<file path="config.mk">
export PLATFORM = sky130hd
export DESIGN_NAME = mem_wb_stage
export DESIGN_NICKNAME = d
export VERILOG_FILES = /design/src/rtl/mem_wb_stage.sv
export SDC_FILE = /design/constraint.sdc
export NUM_CORES = 1
export LEC_CHECK = 0
export ABC_AREA = 1
export BUFFER_PORTS_ARGS = -buffer_cell sky130_fd_sc_hd__buf_2
export CAP_MARGIN = 25
export CORE_ASPECT_RATIO = 1.4
export CORE_MARGIN = 4
export CORE_UTILIZATION = 40
export DETAILED_ROUTE_END_ITERATION = 10
export PLACE_DENSITY = 0.64
export SETUP_SLACK_MARGIN = 0.4
export SYNTH_ARGS = -nofsm -noshare
export SYNTH_HDL_FRONTEND = slang
export SYNTH_SLANG_ARGS = --single-unit
</file>
<file path="constraint.sdc">
create_clock -name clk -period 3.6 [get_ports clk]
set_input_delay 0.72 -clock clk [delete_from_list [all_inputs] [get_ports clk]]
set_output_delay 0.72 -clock clk [all_outputs]
set_load 0.01 [all_outputs]
</file>
<file path="src/rtl/mem_wb_stage.sv">
// MEM/WB pipeline register and writeback stage of the RV32I core.
// Holds the MEM-stage result, aligns and extends load data, selects the
// writeback value, and drives the register-file write port.
// Optional macro WB_INSTRET_EN adds a 64-bit retired-instruction counter.
module mem_wb_stage #(
  parameter int unsigned XLEN       = 32,
  parameter int unsigned REG_ADDR_W = 5
) (
  input  logic                  clk,
  input  logic                  rst,
  input  logic                  stall_i,
  input  logic                  flush_i,
  input  logic                  in_valid,
  input  logic                  in_regwrite,
  input  logic [REG_ADDR_W-1:0] in_rd,
  input  logic [2:0]            in_wbsel,
  input  logic [XLEN-1:0]       in_alu_out,
  input  logic                  in_br_en,
  input  logic [XLEN-1:0]       in_u_imm,
  input  logic [XLEN-1:0]       in_pc,
  input  logic [2:0]            in_funct3,
  input  logic [XLEN-1:0]       in_mem_rdata,
  input  logic [1:0]            in_addr_lo,
  output logic                  rf_load,
  output logic [REG_ADDR_W-1:0] rf_dest,
  output logic [XLEN-1:0]       rf_in,
  output logic                  wb_valid,
  output logic [XLEN-1:0]       wb_pc,
  output logic [63:0]           instret
);

  localparam int unsigned CNT_W = 64;

  localparam logic [2:0] WB_ALU  = 3'd0;
  localparam logic [2:0] WB_BR   = 3'd1;
  localparam logic [2:0] WB_UIMM = 3'd2;
  localparam logic [2:0] WB_LOAD = 3'd3;
  localparam logic [2:0] WB_PC4  = 3'd4;

  localparam logic [2:0] F3_LB  = 3'b000;
  localparam logic [2:0] F3_LH  = 3'b001;
  localparam logic [2:0] F3_LW  = 3'b010;
  localparam logic [2:0] F3_LBU = 3'b100;
  localparam logic [2:0] F3_LHU = 3'b101;

  logic                  valid_q;
  logic                  done_q;
  logic                  regwrite_q;
  logic [REG_ADDR_W-1:0] rd_q;
  logic [2:0]            wbsel_q;
  logic [XLEN-1:0]       alu_q;
  logic                  br_en_q;
  logic [XLEN-1:0]       u_imm_q;
  logic [XLEN-1:0]       pc_q;
  logic [2:0]            funct3_q;
  logic [XLEN-1:0]       mem_rdata_q;
  logic [1:0]            addr_lo_q;

  logic [7:0]            ld_byte;
  logic [15:0]           ld_half;
  logic [XLEN-1:0]       ld_data;
  logic [XLEN-1:0]       wb_data;

  // Stage register: reset > flush > stall > capture.
  // done_q marks a held entry that has already written/retired.
  always_ff @(posedge clk) begin
    if (!rst) begin
      valid_q     <= 1'b0;
      done_q      <= 1'b0;
      regwrite_q  <= 1'b0;
      rd_q        <= '0;
      wbsel_q     <= '0;
      alu_q       <= '0;
      br_en_q     <= 1'b0;
      u_imm_q     <= '0;
      pc_q        <= '0;
      funct3_q    <= '0;
      mem_rdata_q <= '0;
      addr_lo_q   <= '0;
    end else if (flush_i) begin
      valid_q <= 1'b0;
      done_q  <= 1'b0;
    end else if (stall_i) begin
      done_q <= 1'b1;
    end else begin
      valid_q     <= in_valid;
      done_q      <= 1'b0;
      regwrite_q  <= in_regwrite;
      rd_q        <= in_rd;
      wbsel_q     <= in_wbsel;
      alu_q       <= in_alu_out;
      br_en_q     <= in_br_en;
      u_imm_q     <= in_u_imm;
      pc_q        <= in_pc;
      funct3_q    <= in_funct3;
      mem_rdata_q <= in_mem_rdata;
      addr_lo_q   <= in_addr_lo;
    end
  end

  // Load alignment and sign/zero extension.
  always_comb begin
    ld_byte = 8'h00;
    ld_half = 16'h0000;
    ld_data = mem_rdata_q;
    case (addr_lo_q)
      2'd0:    ld_byte = mem_rdata_q[7:0];
      2'd1:    ld_byte = mem_rdata_q[15:8];
      2'd2:    ld_byte = mem_rdata_q[23:16];
      default: ld_byte = mem_rdata_q[31:24];
    endcase
    ld_half = addr_lo_q[1] ? mem_rdata_q[31:16] : mem_rdata_q[15:0];
    case (funct3_q)
      F3_LB:   ld_data = {{(XLEN-8){ld_byte[7]}}, ld_byte};
      F3_LH:   ld_data = {{(XLEN-16){ld_half[15]}}, ld_half};
      F3_LW:   ld_data = mem_rdata_q;
      F3_LBU:  ld_data = {{(XLEN-8){1'b0}}, ld_byte};
      F3_LHU:  ld_data = {{(XLEN-16){1'b0}}, ld_half};
      default: ld_data = mem_rdata_q;
    endcase
  end

  // Writeback source select.
  always_comb begin
    wb_data = '0;
    case (wbsel_q)
      WB_ALU:  wb_data = alu_q;
      WB_BR:   wb_data = {{(XLEN-1){1'b0}}, br_en_q};
      WB_UIMM: wb_data = u_imm_q;
      WB_LOAD: wb_data = ld_data;
      WB_PC4:  wb_data = XLEN'(pc_q + XLEN'(4));
      default: wb_data = '0;
    endcase
  end

  // Register-file write port and retire signals; each entry fires once.
  always_comb begin
    rf_load  = valid_q & regwrite_q & (rd_q != '0) & ~done_q;
    rf_dest  = rf_load ? rd_q : '0;
    rf_in    = rf_load ? wb_data : '0;
    wb_valid = valid_q & ~done_q;
    wb_pc    = pc_q;
  end

`ifdef WB_INSTRET_EN
  logic [CNT_W-1:0] instret_q;

  // Retired-instruction counter, wraps naturally.
  always_ff @(posedge clk) begin
    if (!rst) begin
      instret_q <= '0;
    end else if (wb_valid) begin
      instret_q <= CNT_W'(instret_q + CNT_W'(1));
    end
  end

  assign instret = instret_q;
`else
  assign instret = CNT_W'(0);
`endif

endmodule

</file>
## Word level (Yosys, flattened, before mapping)

Cells that the tools add are included.
Widths: inputs -> output; s select.

| storage, ports and cells | value |
|---|---|
| register bits | 145 |
| latch bits | 0 |
| memory bits (writable) | 0 |
| memory bits (read-only) | 0 |
| output and inout bits | 135 |
| logic and storage cells | 43 |
| memories kept | 0 |

| operators by class | value |
|---|---|
| add/subtract/negate cells | 1 |
| multiply operators | 0 |
| divide/modulo/power cells | 0 |
| magnitude comparators | 0 |
| equality and inequality tests | 9 |
| shifts and indexed selects | 0 |
| muxes and demuxes | 7 |
| bitwise operators | 8 |
| reductions and logical operators | 6 |

Operators with widths:

| cell | count |
|---|---|
| $pmux 32 s5 | 1 |
| $pmux 32 s4 | 1 |
| $add 32x3->32 const B | 1 |
| $mux 32 | 1 |
| $pmux 8 s3 | 1 |
| $mux 16 | 1 |
| $eq 3x3->1 const B | 3 |
| $eq 3x1->1 const B | 2 |
| $eq 3x2->1 const B | 2 |
| $logic_not 3->1 | 2 |
| $mux 5 | 1 |
| $reduce_bool 5->1 | 1 |
| $and 1x1->1 | 4 |
| $not 1->1 | 4 |
| $eq 2x1->1 const B | 1 |
| $eq 2x2->1 const B | 1 |
| $logic_not 2->1 | 1 |
| $reduce_and 2->1 | 1 |
| $reduce_or 2->1 | 1 |
| $mux 1 | 1 |

## Logic depth before layout (Yosys ltp)

| logic depth | value |
|---|---|
| word-level depth | 5 |
| gate-level depth with buffers | 11 |
| depth with buffers taken out | 11 |

## Least setup slack after synthesis

No wires, ideal clock.

| path | value |
|---|---|
| path kind | register -> output |
| start point | reg pc_q[3], in the netlist wb_pc[3] |
| end point | out rf_in[10] |
| arrival | 1.518 ns |
| required time | 2.880 ns |
| slack | 1.362 ns |
| stages on the path, launching flop included | 10 |
| cell sequence | dfxtp_1 ha_1 nand2_1 nor2_2 nand2_1 clkinv_1 nor2_1 nor3_1 nor2_1 a21oi_1 |

| on the way | value |
|---|---|
| longest elaborated chain between the ends | 3 |

RTL lines:

| element | RTL line | RTL |
|---|---|---|
| from (decl) | 54 | `logic [XLEN-1:0] pc_q;` |
| from (signal assigned) | 94 | `pc_q <= in_pc;` |
| $add 32x3->32 | 131 | `WB_PC4: wb_data = XLEN'(pc_q + XLEN'(4));` |
| $pmux 32 s5 | 126 | `case (wbsel_q)` |
| $mux 32 | 140 | `rf_in = rf_load ? wb_data : '0;` |
| to (decl) | 26 | `output logic [XLEN-1:0] rf_in,` |

Every way passes these cells.

## Final worst setup path

| path | value |
|---|---|
| start point | reg wbsel_q[0] |
| end point | out rf_in[3] |

| on the way | value |
|---|---|
| longest elaborated chain between the ends | 3 |
| elaborated cells on any way between the ends | 7 |
| those cells by class | 4 x eq/ne; 2 x mux; 1 x reduce/logical |

RTL lines:

| element | RTL line | RTL |
|---|---|---|
| from (decl) | 50 | `logic [2:0] wbsel_q;` |
| from (signal assigned) | 90 | `wbsel_q <= in_wbsel;` |
| $eq 3x3->1 (tied with other cells) | 126 |  |
| $pmux 32 s5 * | 126 |  |
| $mux 32 * | 140 |  |

Every way passes the cells marked *; elsewhere a longest branch is shown, timed or not.

==> results.tsv <==
stage	metric	value	unit
sta	finalMaxSlewViolations	0	
drt	via_per_inst	5.13	
clocking	path_clk_slew	0.06	ns
placed_design	port_buffers	218	
setup_path	end_kind	primary output	
setup_path	crit_end	rf_in[3]	
grt	grt_pass1_vias	8488	
clocking	numCtsBuffers	17	
drt	postRouteAntennaNets	0	
logic_synthesis	yosysTopAreaCellShare	36.0	%
sta	finClkSkew	0	ns
setup_path	r2r_start	addr_lo_q[1]$_SDFFE_PN0P_	
setup_path	path_depth	8	
sta	min_period_over_period	87.2	%
logic_synthesis	synth_flop_cell	dfxtp_1	
logic_synthesis	synth_edf_count	0	
sta	setup_viol	0	
layout	drive_above_1_share	19.8	%
sta	final.min_clock_period	3.14	ns
floorplanning	start_util	40.7	%
drt	vias	8749	
clocking	cts_tree	built	
floorplanning	core-area	0.0198	mm²
power_and_ir_drop	power.total	4.15	mW
logic_synthesis	yosysWarningCount	0	
setup_path	start_kind	register	
clocking	cts_sinks	145	
drt	drc	0	
drt	drt-pass1-iter-count	7	
layout	nFillCells	2183	
floorplanning	io-pin-count	283	
grt	grt_max_degree	96	
setup_path	reg2regPathDepth	2	
grt	antenna_found_initial	5	
setup_path	path_class	register to primary output	
logic_synthesis	synth_area_leaders	dfxtp_1, o21ai_0, nor2_1	
setup_path	reg2reg_slack	2.58	ns
logic_synthesis	yosysMostFrequentCell	nor2_1	
sta	hold_viol_final	0	
floorplanning	row_count	61	
logic_synthesis	synthArstFlopShare	0	%
run_status	status	finished clean	
setup_path	max_stage_delay	0.42	ns
flow_run	max-cap-violations	0	
clocking	post_cts_buffers	0	
sta	timing.fmax	319	MHz
setup_path	path_delay_family	compound AO/OA/AOI/OAI gates	
drt	postRouteWirelength	31.0	mm
logic_synthesis	syn_area	0.00807	mm²
logic_synthesis	synthCells	1263	
clocking	clk_latency	0.43	ns
layout	fin_util	48.5	%
grt	grt.overflow.total	0	
floorplanning	die_area	0.0225	mm²
power_and_ir_drop	vdd_drop_max	312	µV
placed_design	hpwlAfterDp	23.8	mm
clocking	htreeDepth	4	
floorplanning	die_h	176	µm
clocking	clk_path_buf_depth	2	
floorplanning	die_w	128	µm
clocking	cts-root-buf	clkbuf_16	
grt	gr-usage-all-layers	26.7	%
setup_path	crit_path_cell_trace	nor2_4 > nand2_2 > clkinv_2 > nand2_1 > o21ai_0 > a31oi_1 > a21oi_1 > buf_2	
logic_synthesis	synth-seq-cells	145	
grt	grt_pass1_wl	46.1	mm
logic_synthesis	synth.avg_cell_area	6.39	µm²
drt	dr.first_iter.drc_count	638	
logic_synthesis	ys_seq_area_share	36.0	%
setup_path	crit_buf_inv	2	
setup_path	cp.arrival	2.42	ns
sta	setup_tns	0	ns
setup_path	rr_endpoint	addr_lo_q[1]$_SDFFE_PN0P_	
drt	wl_per_cell	18.1	µm
layout	fin_nets	1589	
setup_path	startpoint	wbsel_q[0]$_SDFFE_PN0P_	
sta	worstMarginPinSlew	0.710	ns
logic_synthesis	yosys.area.top_type	dfxtp_1	
setup_path	crit_required	2.88	ns
min_path	hp-class	register to register	
setup_path	cpMaxStageDelayCell	dfxtp_1	
setup_path	cp_max_fo	26	
logic_synthesis	synth_common_cells	nor2_1, o21ai_0, nand2_1, dfxtp_1, inv_1	
power_and_ir_drop	p_leak	4.48	nW
sta	rsz0062_at_grt	yes	
placed_design	gp_congestion	0.946	
power_and_ir_drop	pwr_density_cell	431	mW/mm²
min_path	hold_start	u_imm_q[24]$_SDFFE_PN0P_	
sta	relSlewSlack	52.7	%
logic_synthesis	ys_types	34	
layout	area_delta_synth_final	19.3	%
## worst reg2reg max path, delay by kind of cell, from the launching register on
| kind | cells | cell delay [ns] |
|---|---|---|
| buffers and inverters | 1 | 0.26 |
| DFF | 1 | 0.51 |
| AOI/OAI and AO/OA | 1 | 0.18 |
## metal layers
| metal | GRT usage, % | routed length [µm] |
|---|---|---|
| met3 | 5.81 | 2160 |
| met1 | 30.0 | 11600 |
| met4 | 16.5 | 1990 |
| met5 | 0 | 45 |
| met2 | 45.5 | 15200 |
## timing repair
item	in CTS	in global routing
resized for setup	3	10
pin swaps	0	0
setup endpoints to repair	16	29
hold endpoints to repair	0	0
hold buffers	0	0
## layout by cell type, fill, tap and decap left out, types with 5 or more instances in the layout
master     instances
clkbuf_16         17
conb_1            64
nand4_1            6
nor2_1           237
dfxtp_1          142
buf_2            217
o21ai_0          189
nand2_1          168
nand3_1           96
buf_4             11
a21oi_1          109
inv_6              5
inv_1            126
o211ai_1           7
## flip-flops by register name, indices dropped and copies added (netlist names), 2 cells and up
register and cells:
addr_lo_q 2, alu_q 32, funct3_q 3, mem_rdata_q 32, rd_q 5, u_imm_q 32, wb_pc 32, wbsel_q 3
## per-stage QoR
step / std cells / worst slack, ns / area [µm²] / hold slack, ns
finish: 1706 / 0.463 / 9630 / 0.454
global route: 1706 / 0.348 / 9630 / 0.473
CTS: 1705 / 0.416 / 9590 / 0.456
detailed placement: 1673 / 0.762 / 9030 / 0.447
global placement: 1673 / 0.790 / 9030 / 0.433
floorplan: 1326 / 1.36 / 8300 / 0.425
## worst min-delay path by stage
stage,slack (ns),cells after the start,end
after global routing,0.47,2,u_imm_q[27]$_SDFFE_PN0P_
after floorplan,0.42,2,u_imm_q[10]$_SDFFE_PN0P_
after detailed placement,0.45,2,u_imm_q[24]$_SDFFE_PN0P_
after global placement,0.43,2,u_imm_q[24]$_SDFFE_PN0P_
final,0.45,2,u_imm_q[24]$_SDFFE_PN0P_
after CTS,0.46,2,u_imm_q[24]$_SDFFE_PN0P_
## power by group
part / internal (mW) / switching (mW) / total, mW
Combinational: 0.206 / 0.410 / 0.616
Clock: 0.924 / 0.799 / 1.72
Sequential: 1.71 / 0.0946 / 1.81
Total: 2.84 / 1.30 / 4.15
## area by class of cell
type                       count  area, µm²  area share, %
tap                          252        315           3.28
timing repair buffer         231       1220           12.7
antenna                        1       2.50         0.0260
sequential                   145       2910           30.2
multi-input combinational    912       4110           42.7
inverter                     133        508           5.28
clock buffer                  18        439           4.56
clock inverter                14        123           1.27
## cell families (layout without fill, tap and decap cells)
family                   after synthesis  count (layout)  synth area share, %
AO/OA/AOI/OAI                        323             323                 20.7
adder cells (fa/ha/maj)                1               1                0.155
buffers and inverters                269             396                 16.4
flip-flops                           145             145                 36.0
other                                  1              65               0.0465
AND/OR/NAND/NOR                      524             524                 26.7
Power figures use the tool's default switching activity.
